$ cat src/rtl/imm_ext_stage.sv
// Immediate-extension pipeline stage: decodes the MIPS opcode, extends/shifts the immediate, buffers via skid or single register.
// Optional macro IMM_EXT_ILLEGAL_EN adds a buffered illegal-opcode flag; undefined ties out_illegal to 0.
module imm_ext_stage #(
   parameter int DATA_W  = 32,
   parameter bit SKID_EN = 1'b1
) (
   input  logic              clk,
   input  logic              rst_n,
   input  logic              in_valid,
   output logic              in_ready,
   input  logic [31:0]       in_instr,
   input  logic [DATA_W-1:0] in_pc4,
   input  logic              flush,
   output logic              out_valid,
   input  logic              out_ready,
   output logic [DATA_W-1:0] out_imm,
   output logic [2:0]        out_mode,
   output logic              out_illegal
);

   localparam logic [2:0] MODE_SIGN   = 3'd0;
   localparam logic [2:0] MODE_ZERO   = 3'd1;
   localparam logic [2:0] MODE_LUI    = 3'd2;
   localparam logic [2:0] MODE_BRANCH = 3'd3;
   localparam logic [2:0] MODE_JUMP   = 3'd4;

   logic [5:0]        opcode;
   logic [15:0]       imm16;
   logic [DATA_W-1:0] new_imm;
   logic [2:0]        new_mode;
   logic              new_ill;

   assign opcode = in_instr[31:26];
   assign imm16  = in_instr[15:0];

   always_comb begin
      new_imm  = DATA_W'(imm16);
      new_mode = MODE_ZERO;
      new_ill  = 1'b0;
      case (opcode)
         6'b001000, 6'b001001, 6'b001010, 6'b001011, 6'b100011, 6'b101011: begin
            new_imm  = DATA_W'($signed(imm16));
            new_mode = MODE_SIGN;
         end
         6'b001100, 6'b001101, 6'b001110: begin
            new_imm  = DATA_W'(imm16);
            new_mode = MODE_ZERO;
         end
         6'b001111: begin
            new_imm  = DATA_W'($signed({imm16, 16'h0000}));
            new_mode = MODE_LUI;
         end
         6'b000100, 6'b000101: begin
            new_imm  = DATA_W'($signed({imm16, 2'b00}));
            new_mode = MODE_BRANCH;
         end
         6'b000010, 6'b000011: begin
            new_imm  = {in_pc4[DATA_W-1:28], in_instr[25:0], 2'b00};
            new_mode = MODE_JUMP;
         end
         default: begin
            new_imm  = DATA_W'(imm16);
            new_mode = MODE_ZERO;
            new_ill  = 1'b1;
         end
      endcase
   end

   // Jump targets keep only the PC region bits; the low PC bits are replaced by the index.
   logic unused_pc_lo;
   assign unused_pc_lo = ^in_pc4[27:0];

   logic              out_valid_q, out_valid_d;
   logic [DATA_W-1:0] out_imm_q,   out_imm_d;
   logic [2:0]        out_mode_q,  out_mode_d;
   logic              skid_valid_q, skid_valid_d;
   logic [DATA_W-1:0] skid_imm_q,   skid_imm_d;
   logic [2:0]        skid_mode_q,  skid_mode_d;
`ifdef IMM_EXT_ILLEGAL_EN
   logic              out_ill_q,  out_ill_d;
   logic              skid_ill_q, skid_ill_d;
`else
   logic              unused_ill;
   assign unused_ill = new_ill;
`endif

   logic in_xfer;
   logic out_xfer;

   assign in_ready = SKID_EN ? !skid_valid_q : (!out_valid_q || out_ready);
   assign in_xfer  = in_valid && in_ready;
   assign out_xfer = out_valid_q && out_ready;

   always_comb begin
      out_valid_d  = out_valid_q;
      out_imm_d    = out_imm_q;
      out_mode_d   = out_mode_q;
      skid_valid_d = skid_valid_q;
      skid_imm_d   = skid_imm_q;
      skid_mode_d  = skid_mode_q;
`ifdef IMM_EXT_ILLEGAL_EN
      out_ill_d    = out_ill_q;
      skid_ill_d   = skid_ill_q;
`endif
      if (flush) begin
         out_valid_d  = 1'b0;
         skid_valid_d = 1'b0;
      end else if (!out_valid_q || out_xfer) begin
         // A full skid always has priority so ordering is preserved; in_ready is low then.
         if (skid_valid_q) begin
            out_valid_d  = 1'b1;
            out_imm_d    = skid_imm_q;
            out_mode_d   = skid_mode_q;
            skid_valid_d = 1'b0;
`ifdef IMM_EXT_ILLEGAL_EN
            out_ill_d    = skid_ill_q;
`endif
         end else if (in_xfer) begin
            out_valid_d  = 1'b1;
            out_imm_d    = new_imm;
            out_mode_d   = new_mode;
`ifdef IMM_EXT_ILLEGAL_EN
            out_ill_d    = new_ill;
`endif
         end else begin
            out_valid_d  = 1'b0;
         end
      end else if (in_xfer) begin
         skid_valid_d = 1'b1;
         skid_imm_d   = new_imm;
         skid_mode_d  = new_mode;
`ifdef IMM_EXT_ILLEGAL_EN
         skid_ill_d   = new_ill;
`endif
      end
   end

   always_ff @(posedge clk or negedge rst_n) begin
      if (!rst_n) begin
         out_valid_q  <= 1'b0;
         out_imm_q    <= '0;
         out_mode_q   <= 3'd0;
         skid_valid_q <= 1'b0;
         skid_imm_q   <= '0;
         skid_mode_q  <= 3'd0;
      end else begin
         out_valid_q  <= out_valid_d;
         out_imm_q    <= out_imm_d;
         out_mode_q   <= out_mode_d;
         skid_valid_q <= skid_valid_d;
         skid_imm_q   <= skid_imm_d;
         skid_mode_q  <= skid_mode_d;
      end
   end

`ifdef IMM_EXT_ILLEGAL_EN
   always_ff @(posedge clk or negedge rst_n) begin
      if (!rst_n) begin
         out_ill_q  <= 1'b0;
         skid_ill_q <= 1'b0;
      end else begin
         out_ill_q  <= out_ill_d;
         skid_ill_q <= skid_ill_d;
      end
   end
   assign out_illegal = out_ill_q;
`else
   assign out_illegal = 1'b0;
`endif

   assign out_valid = out_valid_q;
   assign out_imm   = out_imm_q;
   assign out_mode  = out_mode_q;

endmodule
$ cat config.mk
export PLATFORM = sky130hd
export DESIGN_NAME = imm_ext_stage
export DESIGN_NICKNAME = d
export VERILOG_FILES = /design/src/rtl/imm_ext_stage.sv
export SDC_FILE = /design/constraint.sdc
export NUM_CORES = 1
export LEC_CHECK = 0
export BUFFER_PORTS_ARGS = -buffer_cell sky130_fd_sc_hd__buf_2
export CORE_MARGIN = 2
export CORE_UTILIZATION = 51
export DETAILED_ROUTE_END_ITERATION = 16
export PLACE_DENSITY = 0.81
export SLEW_MARGIN = 5
export SYNTH_ARGS = -nofsm -noshare
export SYNTH_HDL_FRONTEND = slang
export SYNTH_SLANG_ARGS = --single-unit
$ cat constraint.sdc
create_clock -name clk -period 2.1 [get_ports clk]
set_clock_uncertainty 0.05 [all_clocks]
set_input_delay 0 -clock clk [delete_from_list [all_inputs] [get_ports clk]]
set_output_delay 0 -clock clk [all_outputs]
set_load 0.02 [all_outputs]
==> reports/metrics.cfg, run 1 <==
[run_status]
status=finished with violations
violations=negative hold slack

[global_routing]
grt_start_max_net_pins=73
track_usage_pct=27.47
antenna_found_initial=0
grt_pass1_wl_um=15690
gr-total-overflow=0
grt_pass1_vias=3110

[power]
combPwrFrac_pct=21.0
ir_drop_uv=819.3
power_frac_seq_pct=46.4
clkPwrFrac_pct=32.6
powerDensity_mw_per_mm2=889.2
swShare_pct=29.90
p_int_mw=2.701
p_leak_nw=1.938
switchingPower_mw=1.152

[synth]
synth_area_mm2=0.003362
synth_edf_count=0
synth_top_area_cell=dfrtp_1
avgSynthCellArea_um2=9.717
ys_ff_latch=72
yosysSeqAreaShare_pct=53.59
syn_inst=346
syn_nets=415
netlist_top_cells_count=dfrtp_1, nand2_1, nor2_1, a22oi_1
synth_top_area_share_pct=53.59
yosysMostFrequentCell=dfrtp_1
synthTopCellsByArea=dfrtp_1, a22oi_1, nand2_1
yosysWarningCount=0
async_flop_share_pct=100.0
synth_cell_types=38
ys.flop_type=dfrtp_1

[detailed_routing]
drc=0
wl_per_cell_um=17.99
detail_route.iter0.violations=320
vias=3195
totalWireLength_um=9465
drt_pass1_iterations=7
vias_per_cell=6.074
detail-route-antenna-nets=0

[sta]
relSlewSlack_pct=51.45
fin_crit_ns=1.881
slew_violations=0
max_freq_mhz=531.6
finalSetupTns_ns=0
fin_hold_ws_ns=-0.004234
hold_viol=1
worstMarginPinSlew_ns=0.7282
fin_crit_sh_pct=89.58
setup_viol=0
rsz0062_at_grt=no

[floorplan]
core_area_mm2=0.006350
initial_utilization_pct=52.95
die_w_um=85.19
num_rows=29
die-height_um=85.19
num_io_pins=107
die_area_mm2=0.007257

[final_layout]
drive_gt1_share_pct=26.95
syn_to_final_growth_pct=28.92
finalInstanceArea_mm2=0.004334
nNetsFinal=513
diodes=0

[job]
cap_violations=0

[clocking]
clk_pin_slew_ns=0.07
post_cts_buffers=0
clock_latency_ns=0.35
numCtsBuffers=9
cts_tree=yes
htreeDepth=3
cts_num_sinks=72
clock-root-buffer=clkbuf_8
clock_path_buffers=2

[placed_design]
placed_area_mm2=0.003819
dp_hpwl_um=5965
gp_congestion=0.8602
port_buffers=77

[critical_path]
crit_fanout=13
cp.arrival_ns=2.04
start_kind=register
crit_type=register to register
end_kind=register
cp.required_ns=2.26

[hold_path]
hold_path.class=primary input to register

==> cell type report <==
| type | count | area [µm²] |
|---|---|---|
| Inverter | 1 | 7.507 |
| Tap cell | 77 | 96.34 |
| Sequential cell | 72 | 1802 |
| Fill cell | 473 | 2016 |
| Multi-Input combinational cell | 244 | 1424 |
| Timing Repair Buffer | 116 | 773.2 |
| Clock buffer | 12 | 155.1 |
| Clock inverter | 4 | 76.32 |
==> metal layers <==
metal / GRT usage [%] / routed length [µm] / up-vias
li1: - / - / 1451
met1: 37.65 / 3909 / 1550
met2: 43.54 / 4595 / 166
met3: 7.782 / 738 / 28
met4: 6.926 / 221 / 0
met5: 0 / 0 / -
==> metrics by stage <==
stage               std cells  util [%]  worst slack (ns)  total power [mW]
global placement          482     60.14            0.2811             2.535
finish                    526     68.26            0.2188             3.854
global route              526     68.26            0.1295             4.054
detailed placement        482     60.14            0.2300             2.575
CTS                       526     68.20            0.1595             3.857
floorplan                 346         -            0.3134             2.262
==> cell families (layout without fill, tap and decap cells) <==
family / count (synthesis) / after routing / share of synthesized area, %
simple gates: 134 / 134 / 18.57
compound gates: 108 / 108 / 23.22
flops: 72 / 72 / 53.59
buf+inv: 30 / 133 / 4.242
other cells: 1 / 1 / 0.1115
xor+xnor: 1 / 1 / 0.2606
==> power by group through the flow <==
stage | Sequential (mW) | Combinational [mW] | Clock, mW
finish | 1.79 | 0.811 | 1.25
CTS | 1.78 | 0.809 | 1.26
global placement | 1.80 | 0.738 | 0
global route | 1.81 | 0.898 | 1.34
floorplan | 1.92 | 0.339 | 0
detailed placement | 1.81 | 0.767 | 0
==> worst max-delay path, stage by stage, from the launching register on <==
cell and delay, ns:
dfrtp_1 0.39, nor2b_1 0.20, or4_1 0.56, nor2_4 0.40, a211oi_1 0.15
==> timing repair <==
item                       in CTS  in global routing
hold buffers                   28                  0
gates resized for setup         0                  1
setup endpoints to repair       0                  1
hold endpoints to repair      101                  0
==> registers in the layout, summed over array words and instances (netlist names) <==
signal	count
out_valid	1
out_mode	3
skid_imm_q	32
out_imm	32
skid_mode_q	3
skid_valid_q	1
==> worst paths after layout <==
kind / start / end / slack [ns] / cells after the start
min: in_instr[18] / skid_imm_q[20]$_DFFE_PN0P_ / -0.004 / 3
max reg2reg: out_valid$_DFFE_PN0N_ / out_imm[18]$_DFFE_PN0P_ / 0.22 / 4
max: out_valid$_DFFE_PN0N_ / out_imm[18]$_DFFE_PN0P_ / 0.22 / 4
max in group asynchronous: rst_n / out_imm[19]$_DFFE_PN0P_ / 1.52 / 3
min in group asynchronous: rst_n / out_imm[31]$_DFFE_PN0P_ / 0.13 / 3
min reg2reg: skid_mode_q[0]$_DFFE_PN0P_ / skid_mode_q[0]$_DFFE_PN0P_ / 0.43 / 2
==> layout by cell type, fill, tap and decap left out, types with 2 or more instances in the layout <==
master         count
and3_1             2
buf_2             77
clkinvlp_4         2
o21a_1             2
or4_1              2
dlygate4sd3_1     28
nand2b_1           2
a21oi_1           22
a211oi_2          10
nor2_1            34
nand2_1           46
o21ai_0           19
a221oi_1           3
bufinv_16          2
nand3_1           22
o211ai_1          18
buf_12             2
clkbuf_8          11
nor3_1            15
a211oi_1           3
a22oi_1           27
and2_1             2
buf_4              9
dfrtp_1           72
(Power assumes the default switching activity.)
==> run 2: changes to the inputs <==
ABC_AREA = 1   (was not set)
CORE_UTILIZATION = 53   (was 51)
==> reports/metrics.cfg, run 2 <==
[sta]
max_freq_mhz=505.2
hold_viol=0
rsz0062_at_grt=no
setup_viol=0
fin_crit_sh_pct=94.26
slew_violations=0
finalSetupTns_ns=0
fin_crit_ns=1.979
worstMarginPinSlew_ns=0.6311
relSlewSlack_pct=57.92

[power]
powerDensity_mw_per_mm2=758.4
power.total_mw=3.573
ir_drop_uv=462.3
p_int_mw=2.417
clkPwrFrac_pct=26.2
swShare_pct=32.38
power_frac_seq_pct=49.9
combPwrFrac_pct=23.9
p_leak_nw=2.741
switchingPower_mw=1.157

[final_layout]
diodes=0
final_common_cell=nand2_1
fill_cells=651
nNetsFinal=723
syn_to_final_growth_pct=16.34
drive_gt1_share_pct=17.20
mostFrequentLayoutCells=nand2_1, buf_2, nor2_1, dfrtp_1, inv_1

[clocking]
clock_latency_ns=0.35
clk_pin_slew_ns=0.07
clock_path_buffers=2
cts_tree=yes
post_cts_buffers=0
numCtsBuffers=9
htreeDepth=3
clock-root-buffer=clkbuf_8
cts_num_sinks=72

[floorplan]
die-height_um=91.42
die_area_mm2=0.008357
num_io_pins=107
initial_utilization_pct=55.25
num_rows=31
core_area_mm2=0.007331
die_w_um=91.42

[critical_path]
r2r-end=out_valid$_DFFE_PN0N_
cp.required_ns=2.29
cp.arrival_ns=2.17
end_kind=register
crit_top_cell=dlygate4sd3_1
slowest_delay_ns=0.57
r2r_slack_ns=0.12
reg2reg_depth=4
startpoint=skid_valid_q$_DFFE_PN0P_
crit_end=out_valid$_DFFE_PN0N_
critPathSlowestCell=dlygate4sd3_1
crit_type=register to register
crit_chain=o21ai_2 -> dlygate4sd3_1 -> nand2_1 -> dlygate4sd3_1
crit_fanout=4
start_kind=register
r2r-start=skid_valid_q$_DFFE_PN0P_

[detailed_routing]
detail_route.iter0.violations=435
totalWireLength_um=10250
detail-route-antenna-nets=0
drc=0
vias_per_cell=5.276
drt_pass1_iterations=6
vias=3989
wl_per_cell_um=13.56

[global_routing]
gr-total-overflow=0
antenna_found_initial=0
grt_pass1_vias=3788
grt_pass1_wl_um=17610
track_usage_pct=26.16
grt_start_max_net_pins=68

[synth]
avgSynthCellArea_um2=6.935
yosysWarningCount=0
syn_nets=653
synth_top_area_share_pct=44.49
syn_inst=584
yosysMostFrequentCell=nand2_1
yosysSeqAreaShare_pct=44.49
synth_edf_count=0
synth_area_mm2=0.004050
synth_top_area_cell=dfrtp_1
ys_ff_latch=72
netlist_top_cells_count=nand2_1, nor2_1, dfrtp_1, inv_1, nand3_1
synthTopCellsByArea=dfrtp_1, nand2_1, nor2_1
ys.flop_type=dfrtp_1
async_flop_share_pct=100.0
synth_cell_types=28

[placed_design]
gp_congestion=0.8887
port_buffers=77
dp_hpwl_um=6972

[hold_path]
hp-start=in_instr[17]
hold_path.class=primary input to register

[job]
cap_violations=0

[run_status]
status=completed

==> run 2: logic make-up after synthesis <==
logic type | after synthesis | share of synthesized area [%]
AND/OR/NAND/NOR | 354 | 36.33
flip-flops | 72 | 44.49
other | 1 | 0.09259
AO/OA/AOI/OAI | 65 | 8.959
buffers and inverters | 92 | 10.13
==> run 2: metrics by stage <==
stage | instance area, µm² | hold WS (ns) | std cells | utilization, % | setup WS [ns]
2_1_floorplan | 4050 | -0.3456 | 584 | - | 0.5835
3_3_place_gp | 4474 | -0.01319 | 734 | 61.03 | 0.5732
3_5_place_dp | 4474 | -0.01232 | 734 | 61.03 | 0.4654
4_1_cts | 4708 | 0.002219 | 756 | 64.23 | 0.07655
5_1_grt | 4712 | 0.03247 | 756 | 64.28 | 0.04254
6_report | 4712 | 0.01424 | 756 | 64.28 | 0.1205
==> run 2: area by class of cell <==
cell class	instances	area (µm²)	area share, %
clock inverter	1	5.005	0.1062
tap	99	123.9	2.629
timing repair buffer	94	570.5	12.11
sequential	72	1802	38.24
clock buffer	13	148.9	3.160
multi-input combinational	420	1848	39.22
inverter	57	214.0	4.541
==> run 2: worst min path at each step <==
| stage | depth (start not counted) | slack (ns) | to |
|---|---|---|---|
| 2_1_floorplan | 0 | -0.35 | out_imm[0]$_DFFE_PN0P_ |
| 3_3_place_gp | 1 | -0.01 | out_imm[23]$_DFFE_PN0P_ |
| 3_5_place_dp | 1 | -0.01 | out_imm[27]$_DFFE_PN0P_ |
| 4_1_cts | 5 | 0.002 | skid_imm_q[28]$_DFFE_PN0P_ |
| 5_1_grt | 5 | 0.03 | skid_imm_q[29]$_DFFE_PN0P_ |
| 6_report | 5 | 0.01 | skid_imm_q[19]$_DFFE_PN0P_ |
==> run 2: worst max-delay path, delay by kind of cell (launching register included) <==
family | cells | cell delay [ns]
simple gates | 1 | 0.05
buf+inv | 2 | 1.12
flops | 1 | 0.44
compound gates | 1 | 0.20
==> run 2: power groups by stage <==
stage          Combinational, mW  Clock (mW)  Sequential [mW]
6_report                   0.855       0.937             1.78
5_1_grt                    0.960        1.01             1.82
4_1_cts                    0.857       0.948             1.78
3_5_place_dp               0.839           0             1.80
3_3_place_gp               0.811           0             1.79
2_1_floorplan              0.433           0             1.91
==> run 2: timing repair <==
| item | in CTS | in global routing |
|---|---|---|
| resized for setup | 0 | 1 |
| endpoints found under the hold margin | 30 | 0 |
| endpoints found under the setup margin | 0 | 1 |
| hold buffers | 8 | 0 |
==> run 2: layer usage <==
metal | up-vias | track usage (%) | wire length [µm]
li1 | 1972 | - | -
met1 | 1840 | 34.65 | 4513
met2 | 146 | 41.24 | 4845
met3 | 31 | 6.058 | 636
met4 | 0 | 10.98 | 258
met5 | - | 0 | 0
